`src/rtl/ibex_bloom_unit_pkg.sv`:
```
// Shared types and constants for the Bloom-filter custom-instruction unit.
package ibex_bloom_unit_pkg;

    typedef enum logic [1:0] {
        IDLE  = 2'd0,
        HASH  = 2'd1,
        CLEAR = 2'd2,
        DONE  = 2'd3
    } bloom_state_e;

    localparam int unsigned HASH_SEL_W = 2;

    // Entry 0 is the rightmost word.
    localparam logic [3:0][31:0] BLOOM_SEED = {
        32'h27D4EB2F, 32'hC2B2AE3D, 32'h85EBCA77, 32'h9E3779B1
    };

endpackage

```
`src/rtl/ibex_bloom_unit_hash.sv`:
```
// Multiplicative hash: top IDX_W bits of the low 32 bits of key * seed[j].
module ibex_bloom_hash
    import ibex_bloom_unit_pkg::*;
#(
    parameter int unsigned IDX_W = 8
) (
    input  logic [31:0]           key_i,
    input  logic [HASH_SEL_W-1:0] j_i,
    output logic [IDX_W-1:0]      h_o
);

    logic [31:0] prod;

    assign prod = key_i * BLOOM_SEED[j_i];
    assign h_o  = prod[31 -: IDX_W];

endmodule

```
`src/rtl/ibex_bloom_unit.sv`:
```
// Bloom-filter responder for the custom-instruction port.
// IBEX_BLOOM_FAST_CLEAR_EN: clear the whole array in one edge instead of word-serially.
module ibex_bloom_unit
    import ibex_bloom_unit_pkg::*;
#(
    parameter int unsigned FILTER_BITS = 256,
    parameter int unsigned NUM_HASH    = 3
) (
    input  logic        clk_i,
    input  logic        rst_i,
    input  logic        custom_en_i,
    input  logic [31:0] custom_in_RS1_i,
    input  logic [31:0] custom_in_RS2_i,
    input  logic        insert_bloom_i,
    input  logic        check_bloom_i,
    input  logic        reset_bloom_i,
    output logic        custom_valid_o,
    output logic        match_bloom_o,
    output logic        busy_o
);

    localparam int unsigned IDX_W = $clog2(FILTER_BITS);
`ifndef IBEX_BLOOM_FAST_CLEAR_EN
    localparam int unsigned WORDS  = FILTER_BITS / 32;
    localparam int unsigned WORD_W = $clog2(WORDS);
`endif

    bloom_state_e           state_q, state_d;
    logic [HASH_SEL_W-1:0]  j_q, j_d;
    logic [31:0]            key_q, key_d;
    logic                   is_check_q, is_check_d;
    logic                   acc_q, acc_d;
    logic                   match_q, match_d;
    logic [FILTER_BITS-1:0] arr_q, arr_d;
`ifndef IBEX_BLOOM_FAST_CLEAR_EN
    logic [WORD_W-1:0]      w_q, w_d;
`endif
    logic [IDX_W-1:0]       h;

    // One hash instance, stepped through the seeds by j.
    ibex_bloom_hash #(.IDX_W(IDX_W)) u_hash (
        .key_i (key_q),
        .j_i   (j_q),
        .h_o   (h)
    );

    always_comb begin
        state_d    = state_q;
        j_d        = j_q;
        key_d      = key_q;
        is_check_d = is_check_q;
        acc_d      = acc_q;
        match_d    = match_q;
        arr_d      = arr_q;
`ifndef IBEX_BLOOM_FAST_CLEAR_EN
        w_d        = w_q;
`endif
        unique case (state_q)
            IDLE: begin
                if (custom_en_i && (reset_bloom_i || insert_bloom_i || check_bloom_i)) begin
                    key_d      = custom_in_RS1_i ^ custom_in_RS2_i;
                    j_d        = '0;
                    acc_d      = 1'b1;
                    is_check_d = !reset_bloom_i && !insert_bloom_i;
                    if (reset_bloom_i) begin
`ifdef IBEX_BLOOM_FAST_CLEAR_EN
                        arr_d   = '0;
                        state_d = DONE;
`else
                        w_d     = '0;
                        state_d = CLEAR;
`endif
                    end else begin
                        state_d = HASH;
                    end
                end
            end
            HASH: begin
                if (is_check_q) acc_d = acc_q & arr_q[h];
                else            arr_d[h] = 1'b1;
                // Always run all hashes so latency never depends on the data.
                if (j_q == HASH_SEL_W'(NUM_HASH - 1)) begin
                    state_d = DONE;
                    if (is_check_q) match_d = acc_d;
                end else begin
                    j_d = j_q + 1'b1;
                end
            end
            CLEAR: begin
`ifdef IBEX_BLOOM_FAST_CLEAR_EN
                state_d = IDLE;
`else
                arr_d[{w_q, 5'd0} +: 32] = '0;
                if (w_q == WORD_W'(WORDS - 1)) state_d = DONE;
                else                           w_d = w_q + 1'b1;
`endif
            end
            DONE:    state_d = IDLE;
            default: state_d = IDLE;
        endcase
    end

    always_ff @(posedge clk_i or posedge rst_i) begin
        if (rst_i) begin
            state_q    <= IDLE;
            j_q        <= '0;
            key_q      <= '0;
            is_check_q <= 1'b0;
            acc_q      <= 1'b0;
            match_q    <= 1'b0;
            arr_q      <= '0;
`ifndef IBEX_BLOOM_FAST_CLEAR_EN
            w_q        <= '0;
`endif
        end else begin
            state_q    <= state_d;
            j_q        <= j_d;
            key_q      <= key_d;
            is_check_q <= is_check_d;
            acc_q      <= acc_d;
            match_q    <= match_d;
            arr_q      <= arr_d;
`ifndef IBEX_BLOOM_FAST_CLEAR_EN
            w_q        <= w_d;
`endif
        end
    end

    assign custom_valid_o = (state_q == DONE);
    assign match_bloom_o  = match_q;
    assign busy_o         = (state_q != IDLE);

endmodule

```
`config.mk`:
```
export PLATFORM = sky130hd
export DESIGN_NAME = ibex_bloom_unit
export DESIGN_NICKNAME = d
export VERILOG_FILES = /design/src/rtl/ibex_bloom_unit_pkg.sv /design/src/rtl/ibex_bloom_unit_hash.sv /design/src/rtl/ibex_bloom_unit.sv
export SDC_FILE = /design/constraint.sdc
export NUM_CORES = 2
export LEC_CHECK = 0
export BUFFER_PORTS_ARGS = -buffer_cell sky130_fd_sc_hd__buf_4
export CORE_ASPECT_RATIO = 1.4
export CORE_UTILIZATION = 25
export DETAILED_ROUTE_END_ITERATION = 7
export HOLD_SLACK_MARGIN = 0.12
export MAX_ROUTING_LAYER = met4
export PLACE_DENSITY = 0.45
export SLEW_MARGIN = 30
export SYNTH_ARGS = -nofsm -noshare
export SYNTH_HDL_FRONTEND = slang
export SYNTH_SLANG_ARGS = --single-unit
```
`constraint.sdc`:
```
create_clock -name clk_i -period 11.1 [get_ports clk_i]
set_clock_uncertainty 0.2 [all_clocks]
set_input_delay 3.33 -clock clk_i [delete_from_list [all_inputs] [get_ports clk_i]]
set_output_delay 3.33 -clock clk_i [all_outputs]
set_load 0.03 [all_outputs]
```
==> results.sh <==
export IMPL_worst_path_most_repeated_cell="fa_1"
export IMPL_synth_main_ff_cell="dfrtp_1"
export IMPL_post_cts_setup_buffers=0
export IMPL_core_rowCount=145
export IMPL_tns_ns=0
export IMPL_synth_enable_flop_cells=0
export IMPL_routed_wl_mm=101
export IMPL_antenna_found_initial=1
export IMPL_design_area_um2=31800
export IMPL_grt_ovfl_total=0
export IMPL_cp_top_family="adder cells"
export IMPL_postSynthCellCount=2877
export IMPL_first_global_vias=22400
export IMPL_clock_sink_count=298
export IMPL_synth_sequential_area_ratio_pct=26.5
export IMPL_synthesis_nets=3493
export IMPL_layout_cells_non_filler=4421
export IMPL_cts_tree="yes"
export IMPL_worst_slew_pin_slew_ns=0.969
export IMPL_areaGrowthSynthToFinish_pct=13.3
export IMPL_finalHoldViolCount=0
export IMPL_maxCapViolations=0
export IMPL_fillerInstances=11900
export IMPL_max_clock_path_buffers=3
export IMPL_run_status="finished, final reports clean"
export IMPL_crit_share_post_route_pct=95.8
export IMPL_die_w_um=285
export IMPL_route_detailed_vias_per_inst=4.68
export IMPL_timing_max_transition_violations_final=0
export IMPL_initialDrtViolationCount=1386
export IMPL_portBuffers=72
export IMPL_worst_setup_path_type="reg -> reg"
export IMPL_grt_use_total_pct=18.6
export IMPL_design_die_area_um2=114000
export IMPL_max_freq_ghz=0.0941
export IMPL_clkTransAtPathRegs_ns=0.06
export IMPL_finalCriticalPeriod_ns=10.63
export IMPL_cts_root_buf="clkbuf_16"
export IMPL_firstDrtPassIters=5
export IMPL_global_route_wire_length_before_repair_mm=151
export IMPL_slowest_delay_ns=0.79
export IMPL_maximum_number_of_pins_on_one_net_before_global_route_repair=155
export IMPL_total_vias_in_the_final_route=20700
export IMPL_setup_violations_final=0
export IMPL_remaining_drc_errors=0
export IMPL_timing_critical_path_from_type="flip-flop"
export IMPL_drtAntennaViolNets=0
export IMPL_path_max_fanout=26
export IMPL_finalNetCount=3540
export IMPL_cts_made_buffers=37
export IMPL_htree_depth=2
export IMPL_required_time_worst_endpoint_ns=11.35
export IMPL_ys_async_sr_fraction_pct=100
export IMPL_max_slew_margin_rel_pct=35.2
export IMPL_worst_setup_path_end_kind="flip-flop"
export IMPL_hold_path_class="reg -> reg"
export IMPL_gpl_final_weighted_congestion=0.951
export IMPL_synth_distinct_cells=87
export IMPL_io_pins=73
export IMPL_cp_data_arrival_time_ns=10.87
export IMPL_syn_cell_area_um2=28100
export IMPL_fp_coreArea_um2=112000
export IMPL_numPlacedInstances=4353
export IMPL_avgSynthCellArea_um2=9.77
export IMPL_post_dp_cell_area_um2=30600
export IMPL_post_route_cells_drive_above_1_share_pct=10.7
export IMPL_clkLatencyLatePin_ns=0.60
export IMPL_detail_route_wl_per_cell_um=22.8
export IMPL_starting_utilization_of_the_core_area_pct=25.2
export IMPL_cells_resized_by_post_cts_repair=0
export IMPL_n_antenna_cell=0
export IMPL_synth_ff_latch_count=298
export IMPL_die_h_um=399
export IMPL_critical_path_n_buffers_inverters=9
export IMPL_ys_warn_count=0
export IMPL_r2r_slack_ns=0.47
export IMPL_critical_path_top_delay_cell="ha_1"
export IMPL_dp_final_hpwl_mm=78.9
export IMPL_ctsHoldBuffers=0
export IMPL_grt_setup_unrepaired="no"
## per-layer routing
metal,wire [um],share of wire [%],vias to the layer above,GRT usage (%)
li1,-,-,9256,-
met4,5270,5.2,0,8.63
met5,0,0,-,-
met2,52700,52,571,33.0
met1,38800,38,10700,20.7
met3,4120,4.1,209,2.26
## registers in the layout, indices dropped and copies added (netlist names)
register       count
arr_q            256
key_q             32
w_q                3
j_q                2
state_q            2
acc_q              1
is_check_q         1
match_bloom_o      1
## through the flow
step / hold WS, ns / utilization (%) / setup WS, ns
floorplan: 0.254 / - / 1.72
CTS: 0.292 / 28.5 / 0.485
global route: 0.309 / 28.5 / 0.0725
finish: 0.286 / 28.5 / 0.471
detailed placement: 0.277 / 27.4 / 0.570
global placement: 0.270 / 27.4 / 0.469
## worst min-delay path, stage by stage (launching register included)
cell and delay [ns]:
dfrtp_1 0.33, a21oi_1 0.04, nor2_1 0.07
## cell type report
class	count	area [um^2]	share of cell area, %
multi-input cells	2014	18500	58.0
flip-flops and latches	298	7460	23.4
well taps	1470	1840	5.78
inverters	423	1590	5.00
repair buffers	150	1250	3.94
clock buffers	50	1050	3.31
clock inverters	16	166	0.523
## Yosys cell counts, types with 6 or more instances
library cell	number	area share [%]
nor2_1	427	5.7
inv_1	415	5.5
fa_1	403	29
a21oi_1	305	5.4
dfrtp_1	298	27
nand2_1	168	2.2
ha_1	143	6.4
clkbuf_1	88	1.2
xnor2_1	59	1.8
and2_1	57	1.3
mux2i_1	45	1.6
nor2b_1	34	0.76
nand2b_1	32	0.71
xor2_1	30	0.93
o21ai_0	29	0.52
mux4_2	28	2.2
buf_4	26	0.69
buf_2	23	0.41
nand3_1	22	0.39
a31oi_1	19	0.42
nor3_1	15	0.27
a22oi_1	14	0.37
and3_1	14	0.31
nand4_1	12	0.27
a21oi_2	10	0.31
a221oi_1	9	0.28
a211oi_1	8	0.21
a21o_1	8	0.21
nor2_2	8	0.18
o211ai_1	8	0.21
o21a_1	7	0.19
clkinv_1	6	0.080
nor2_4	6	0.24
## placed cells by master (no fill, tap or decap), drive strengths merged, types with 9 or more instances in the layout
cell type	n
nand3	26
a211oi	9
xor2	30
dfrtp	298
a21oi	315
ha	143
buf	150
a31oi	19
mux4	28
xnor2	62
a22oi	14
nor2	441
and3	14
mux2i	45
nor2b	34
nand2b	33
clkinv	15
nor3	15
clkbuf	50
nand2	169
inv	420
and2	58
a221oi	10
o21ai	32
nand4	12
fa	403
## worst paths after layout
kind | start | end | depth (start not counted)
min in group asynchronous | rst_i | arr_q[238] | 3
max in group asynchronous | rst_i | arr_q[101] | 6
min reg2reg | arr_q[163] | arr_q[163] | 2
min | arr_q[163] | arr_q[163] | 2
max reg2reg | j_q[0] | match_bloom_o | 31
max | j_q[0] | match_bloom_o | 31
## cell families after synthesis
family	share of synthesized area (%)
xor gates and xnor gates	3.19
adders and majority gates	35.1
buffers and inverters	8.08
AOI/OAI and AO/OA	9.82
and+or+nand+nor	13.3
DFF	26.5
muxes	4.05
Power is not shown: default switching activity piles up to over one toggle a cycle in this logic, so the estimate is an artifact.
